===== src/rtl/pipe_pkg.sv =====
// Shared definitions for the elastic pipeline-stage registers.
//   - EX/MEM payload field offsets (bit 0 is the MSB of the payload word).
//   - PIPE_EXMEM_W: width of the EX/MEM payload word.
//   - ptr_width / count_width: helper sizing functions for the ring buffer.
package pipe_pkg;

    localparam int PIPE_EXMEM_W = 180;

    // EX/MEM payload layout, [0:PIPE_EXMEM_W-1] ordering.
    localparam int EXMEM_NEXTPC_LO = 0;
    localparam int EXMEM_NEXTPC_HI = 31;
    localparam int EXMEM_OPB_LO    = 32;
    localparam int EXMEM_OPB_HI    = 63;
    localparam int EXMEM_DEST_LO   = 64;
    localparam int EXMEM_DEST_HI   = 68;
    localparam int EXMEM_ALU_LO    = 69;
    localparam int EXMEM_ALU_HI    = 100;
    localparam int EXMEM_CTRL_LO   = 101;
    localparam int EXMEM_CTRL_HI   = 108;
    localparam int EXMEM_LEAP_LO   = 109;
    localparam int EXMEM_LEAP_HI   = 141;
    localparam int EXMEM_MEMVAL_LO = 142;
    localparam int EXMEM_MEMVAL_HI = 173;
    localparam int EXMEM_RS2_LO    = 174;
    localparam int EXMEM_RS2_HI    = 178;
    localparam int EXMEM_TRAP      = 179;

    // Pointer width; a single-entry ring still needs a 1-bit pointer.
    function automatic int ptr_width(input int depth);
        return (depth > 1) ? $clog2(depth) : 1;
    endfunction

    // Occupancy counter width: must represent 0..depth inclusive.
    function automatic int count_width(input int depth);
        return $clog2(depth + 1);
    endfunction

endpackage


===== src/rtl/pipe_ring_ptr.sv =====
// Read/write pointer, occupancy count and flush-pulse bookkeeping for a
// DEPTH-entry circular buffer.
// Ports:
//   clk, reset        rising-edge clock, synchronous active-high reset
//   push, pop         qualified transfer strobes (already exclude flush)
//   flush             discard everything held
//   rd_ptr, wr_ptr    ring indices 0..DEPTH-1
//   count             occupancy 0..DEPTH
//   flushed           one-cycle pulse after a flush that dropped entries
module pipe_ring_ptr
    import pipe_pkg::*;
#(
    parameter  int DEPTH = 2,
    localparam int PTR_W = ptr_width(DEPTH),
    localparam int CNT_W = count_width(DEPTH)
) (
    input  logic             clk,
    input  logic             reset,
    input  logic             push,
    input  logic             pop,
    input  logic             flush,
    output logic [PTR_W-1:0] rd_ptr,
    output logic [PTR_W-1:0] wr_ptr,
    output logic [CNT_W-1:0] count,
    output logic             flushed
);

    // Wrap DEPTH-1 -> 0; DEPTH need not be a power of two.
    function automatic logic [PTR_W-1:0] bump(input logic [PTR_W-1:0] p);
        return (p == PTR_W'(DEPTH - 1)) ? '0 : p + 1'b1;
    endfunction

    always_ff @(posedge clk) begin
        if (reset) begin
            rd_ptr  <= '0;
            wr_ptr  <= '0;
            count   <= '0;
            flushed <= 1'b0;
        end else if (flush) begin
            rd_ptr  <= '0;
            wr_ptr  <= '0;
            count   <= '0;
            flushed <= (count != '0);
        end else begin
            flushed <= 1'b0;
            if (push) begin
                wr_ptr <= bump(wr_ptr);
            end
            if (pop) begin
                rd_ptr <= bump(rd_ptr);
            end
            // Simultaneous push and pop cancel out.
            count <= count + CNT_W'(push) - CNT_W'(pop);
        end
    end

endmodule


===== src/rtl/pipe_stage_elastic.sv =====
// Elastic pipeline-stage register: a DEPTH-entry FIFO between two pipeline
// stages with flush-to-bubble and an occupancy count.
//
// Handshake: a word moves on a side only in a cycle where both valid and
// ready are high at the rising edge; valid never depends on ready on the
// same side, and a flush in that cycle cancels both transfers.
//
// Ports:
//   clk, reset   rising-edge clock, synchronous active-high reset
//   in_valid     upstream offers in_data
//   in_ready     stage accepts this cycle
//   in_data      payload from upstream, [0:WIDTH-1]
//   flush        discard all held entries (wins over push and pop)
//   out_valid    head entry valid
//   out_ready    downstream consumes the head
//   out_data     head payload, BUBBLE while empty
//   count        current occupancy
//   flushed      one-cycle pulse: a flush discarded at least one entry
module pipe_stage_elastic
    import pipe_pkg::*;
#(
    parameter  int               WIDTH  = PIPE_EXMEM_W,
    parameter  int               DEPTH  = 2,
    parameter  logic [0:WIDTH-1] BUBBLE = '0,
    localparam int               PTR_W  = ptr_width(DEPTH),
    localparam int               CNT_W  = count_width(DEPTH)
) (
    input  logic             clk,
    input  logic             reset,
    input  logic             in_valid,
    output logic             in_ready,
    input  logic [0:WIDTH-1] in_data,
    input  logic             flush,
    output logic             out_valid,
    input  logic             out_ready,
    output logic [0:WIDTH-1] out_data,
    output logic [CNT_W-1:0] count,
    output logic             flushed
);

    logic [PTR_W-1:0] rd_ptr;
    logic [PTR_W-1:0] wr_ptr;
    logic             push;
    logic             pop;

    // Sized to the full pointer range so every pointer value indexes a real
    // entry; entries at or beyond DEPTH are never written or read.
    logic [0:WIDTH-1] mem [2**PTR_W];

    assign out_valid = (count != '0);

    generate
        if (DEPTH == 1) begin : g_ready_pass
            // Single entry: accept when the entry leaves in the same cycle.
            assign in_ready = ~out_valid | out_ready;
        end else begin : g_ready_reg
            // Registered-state only; breaks the ready chain.
            assign in_ready = (count != CNT_W'(DEPTH));
        end
    endgenerate

    assign push = in_valid & in_ready & ~flush;
    assign pop  = out_valid & out_ready & ~flush;

    pipe_ring_ptr #(
        .DEPTH (DEPTH)
    ) u_ring_ptr (
        .clk     (clk),
        .reset   (reset),
        .push    (push),
        .pop     (pop),
        .flush   (flush),
        .rd_ptr  (rd_ptr),
        .wr_ptr  (wr_ptr),
        .count   (count),
        .flushed (flushed)
    );

    // Storage is intentionally not reset; out_data masks it while empty.
    always_ff @(posedge clk) begin
        if (push) begin
            mem[wr_ptr] <= in_data;
        end
    end

    assign out_data = out_valid ? mem[rd_ptr] : BUBBLE;

endmodule


===== config.mk =====
export PLATFORM = sky130hd
export DESIGN_NAME = pipe_stage_elastic
export DESIGN_NICKNAME = d
export VERILOG_FILES = /design/src/rtl/pipe_pkg.sv /design/src/rtl/pipe_ring_ptr.sv /design/src/rtl/pipe_stage_elastic.sv
export SDC_FILE = /design/constraint.sdc
export NUM_CORES = 1
export LEC_CHECK = 0
export CORE_UTILIZATION = 28
export CTS_CLUSTER_SIZE = 28
export DETAILED_ROUTE_END_ITERATION = 16
export SLEW_MARGIN = 20
export SYNTH_ARGS = -nofsm -noshare
export SYNTH_HDL_FRONTEND = slang
export SYNTH_SLANG_ARGS = --single-unit
export TNS_END_PERCENT = 10

===== constraint.sdc =====
create_clock -name clk -period 21.2 [get_ports clk]
set_clock_uncertainty 0.15 [all_clocks]
set_input_delay 4.24 -clock clk [delete_from_list [all_inputs] [get_ports clk]]
set_output_delay 4.24 -clock clk [all_outputs]
set_load 0.02 [all_outputs]

==> summary.txt <==
STA
  – Setup TNS: 0 ns
  – Worst-Margin Slew: ~1.0 ns
  – Final worst path period need: 8.33 ns
  – RSZ-0062 raised after global routing: no
  – Fin crit share: 0.393
  – Worst slew margin: 0.302
  – Final Hold Vio Count: 0
  – # setup viols final: 0
  – Final slew viol count: 0
  – Maximum clock rate: around 0.12 GHz

Clocking
  – Clk_lat worst skew: 0.53 ns
  – Worst-path clk slew: 0.06 ns
  – H-tree depth: 2
  – Cts repair resizes: 0
  – Total CTS buffers: 40
  – CTS root buf: clkbuf_16
  – CTS tree: built
  – Post-CTS Setup Bufs: 0
  – Clock Tree Buf Depth: 3
  – Hold Buf Count CTS: 0
  – Sink Count: 366

Floorplanning
  – Die width: 225 um
  – Core Region: between 40,000 and 50,000 um2
  – Initial Util: 0.285
  – Die span in y: 225 um
  – Die area: 50,700 um2
  – Cell Rows: 81
  – Ports: 370

Cells and area
  – Commonest non-fill, non-tap cell in the layout: clkdlybuf4s50_1
  – Area growth syn-to-layout: 39.1%
  – Share of cells above drive strength 1: 0.0576
  – Layout Nets: 1,360
  – Fill cell count: 4,623
  – Finished Layout Cells: ~1,900
  – Ant diodes: 0
  – Post-route cell area: 19,400 um2
  – Most frequent cells in the layout: 369 x clkdlybuf4s50_1, 360 x edfxtp_1, 183 x nor2_1

Detailed routing
  – Post-DRT Antenna Nets: 0
  – Highest Signal Layer: met5
  – DRC viols: 0
  – Routed wl met3: 2.74 mm
  – DR WL met2: 15.3 mm
  – First-pass DRT Iterations: 4
  – Vias per inst: around 4.2
  – Vias: slightly below 8,000
  – Iter 0 DRT Violations: 384
  – Routed wire per std cell: 17.4 um
  – Post-Route WL: 32.4 mm
  – DRT met1 WL: roughly 14 mm

Placement
  – I/O Buffers: ~370
  – Post-placement cell area: 18,200 um2
  – DP Wirelength: 20.7 mm
  – Dpl cells: between 1,500 and 2,000
  – Final GP Congestion: 0.720

Setup path
  – Slowest cell on the critical path: buf_4
  – CP startpoint kind: flop
  – CP cell instances: buf_4 -> buf_4 -> mux2i_1 -> nor2_1 -> clkdlybuf4s50_1
  – R2r setup slk: 18.00 ns
  – Crit. End Element: primary output
  – Critical path endpoint: out_data[30]
  – Required time worst endpoint: 16.81 ns
  – Worst path max stage delay: 0.83 ns
  – R2R cell count: 5
  – Setup CP Type: reg -> out
  – Worst reg2reg startpoint: u_ring_ptr.count[0]
  – Arrival time worst endpoint: 3.94 ns
  – Worst-path fanout max: 55
  – Most common cell on crit path: buf_4
  – Worst R2R End: mem[1][37]

Synth
  – Sequential share of the synthesized area: 0.783
  – Mapped Area: between 10,000 and 15,000 um2
  – Cell variety after synth: 22
  – Yosys warns: 0
  – Yosys reg bits: 366
  – Syn Inst Count: between 700 and 800
  – Syn nets: between 900 and 1,000
  – Mapped Avg Cell Area: 17.6 um2

Hold path
  – HP Start: u_ring_ptr.wr_ptr
  – Hold depth: 2
  – Min-Delay Path Class: reg -> reg

Pwr
  – Total power draw: 1.61 mW
  – Leakage: 6.04 nW
  – Power Density: between 80 and 90 nW/um2
  – VDD IR max: 0.0542 mV

Status
  – Status: complete, no violations

GRT
  – Gr usage total: 0.125
  – Number of global-route vias before repair: a little over 8,000
  – Pin count of the biggest net entering global routing: 89
  – First-pass GRT wire length: approximately 48 mm
  – Gr ovfl total: 0
  – Antenna violations before repair: 2

Run
  – Max cap viols: 0
-- state kept, by name, summed over array words and instances, names as in the netlist, named ones only --
signal,cells
u_ring_ptr.flushed,1
u_ring_ptr.count,2
mem,360
u_ring_ptr.rd_ptr,1
u_ring_ptr.wr_ptr,1
-- power by group --
group	internal [mW]	switching [mW]	leakage (nW)
sequential	0.820	0.00558	3.35
clock	0.387	0.270	0.596
combinational	0.0626	0.0625	2.09
-- kinds of logic after synthesis --
| group | Yosys count | share of synthesized area |
|---|---|---|
| AO/OA/AOI/OAI | 1 | 0.000358 |
| XOR/XNOR | 3 | 0.00188 |
| adder cells (fa/ha/maj) | 2 | 0.00179 |
| buffers and inverters | 44 | 0.0291 |
| flip-flops | 366 | 0.783 |
| multiplexers | 181 | 0.130 |
| AND/OR/NAND/NOR | 195 | 0.0540 |
-- layer usage --
layer	track usage	vias to the layer above
met5	0	-
met4	0.0338	4
met3	0.0490	46
met2	0.201	265
met1	0.155	3851
li1	-	3710
-- synthesized netlist by cell type, drive strengths merged --
| cell | n | area, um2 |
|---|---|---|
| nand2b | 1 | 6.26 |
| and2 | 2 | 12.5 |
| nand2 | 2 | 7.51 |
| xnor2 | 2 | 17.5 |
| nor3b | 2 | 15.0 |
| mux2i | 181 | 1810 |
| inv | 3 | 11.3 |
| buf | 34 | 347 |
| clkbuf | 7 | 48.8 |
| nor2 | 184 | 691 |
| o21ai | 1 | 5.00 |
| or3 | 1 | 6.26 |
| nor3 | 3 | 15.0 |
| edfxtp | 360 | 10800 |
| ha | 2 | 25.0 |
| dfxtp | 6 | 120 |
| xor2 | 1 | 8.76 |
-- through the flow --
step                      hold WS (ns)  utilization  setup WS [ns]
after floorplan                  0.306            -           2.58
after global placement           0.323        0.371          13.38
after detailed placement         0.350        0.371          13.38
after CTS                        0.360        0.396          12.79
after global routing             0.399        0.396          12.59
final                            0.362        0.396          12.87
-- area by class of cell --
class | count | area (um2) | share of cell area
repair buffers | 380 | 3780 | 0.195
inverters | 3 | 11.3 | 0.000580
clock buffers | 46 | 1040 | 0.0538
flip-flops and latches | 366 | 10900 | 0.563
multi-input cells | 382 | 2640 | 0.136
clock inverters | 21 | 178 | 0.00915
well taps | 664 | 831 | 0.0428
-- worst min path at each step --
stage	endpoint
after floorplan	u_ring_ptr.wr_ptr
after global placement	u_ring_ptr.wr_ptr
after detailed placement	u_ring_ptr.wr_ptr
after CTS	u_ring_ptr.wr_ptr
after global routing	u_ring_ptr.wr_ptr
final	u_ring_ptr.wr_ptr
-- critical path, delay by kind of cell, from the launching register on --
| family | cells | cell delay (ns) |
|---|---|---|
| multiplexers | 1 | 0.16 |
| flip-flops | 1 | 0.76 |
| buffers and inverters | 3 | 2.14 |
| AND/OR/NAND/NOR | 1 | 0.19 |
Power figures use the tool's default switching activity.
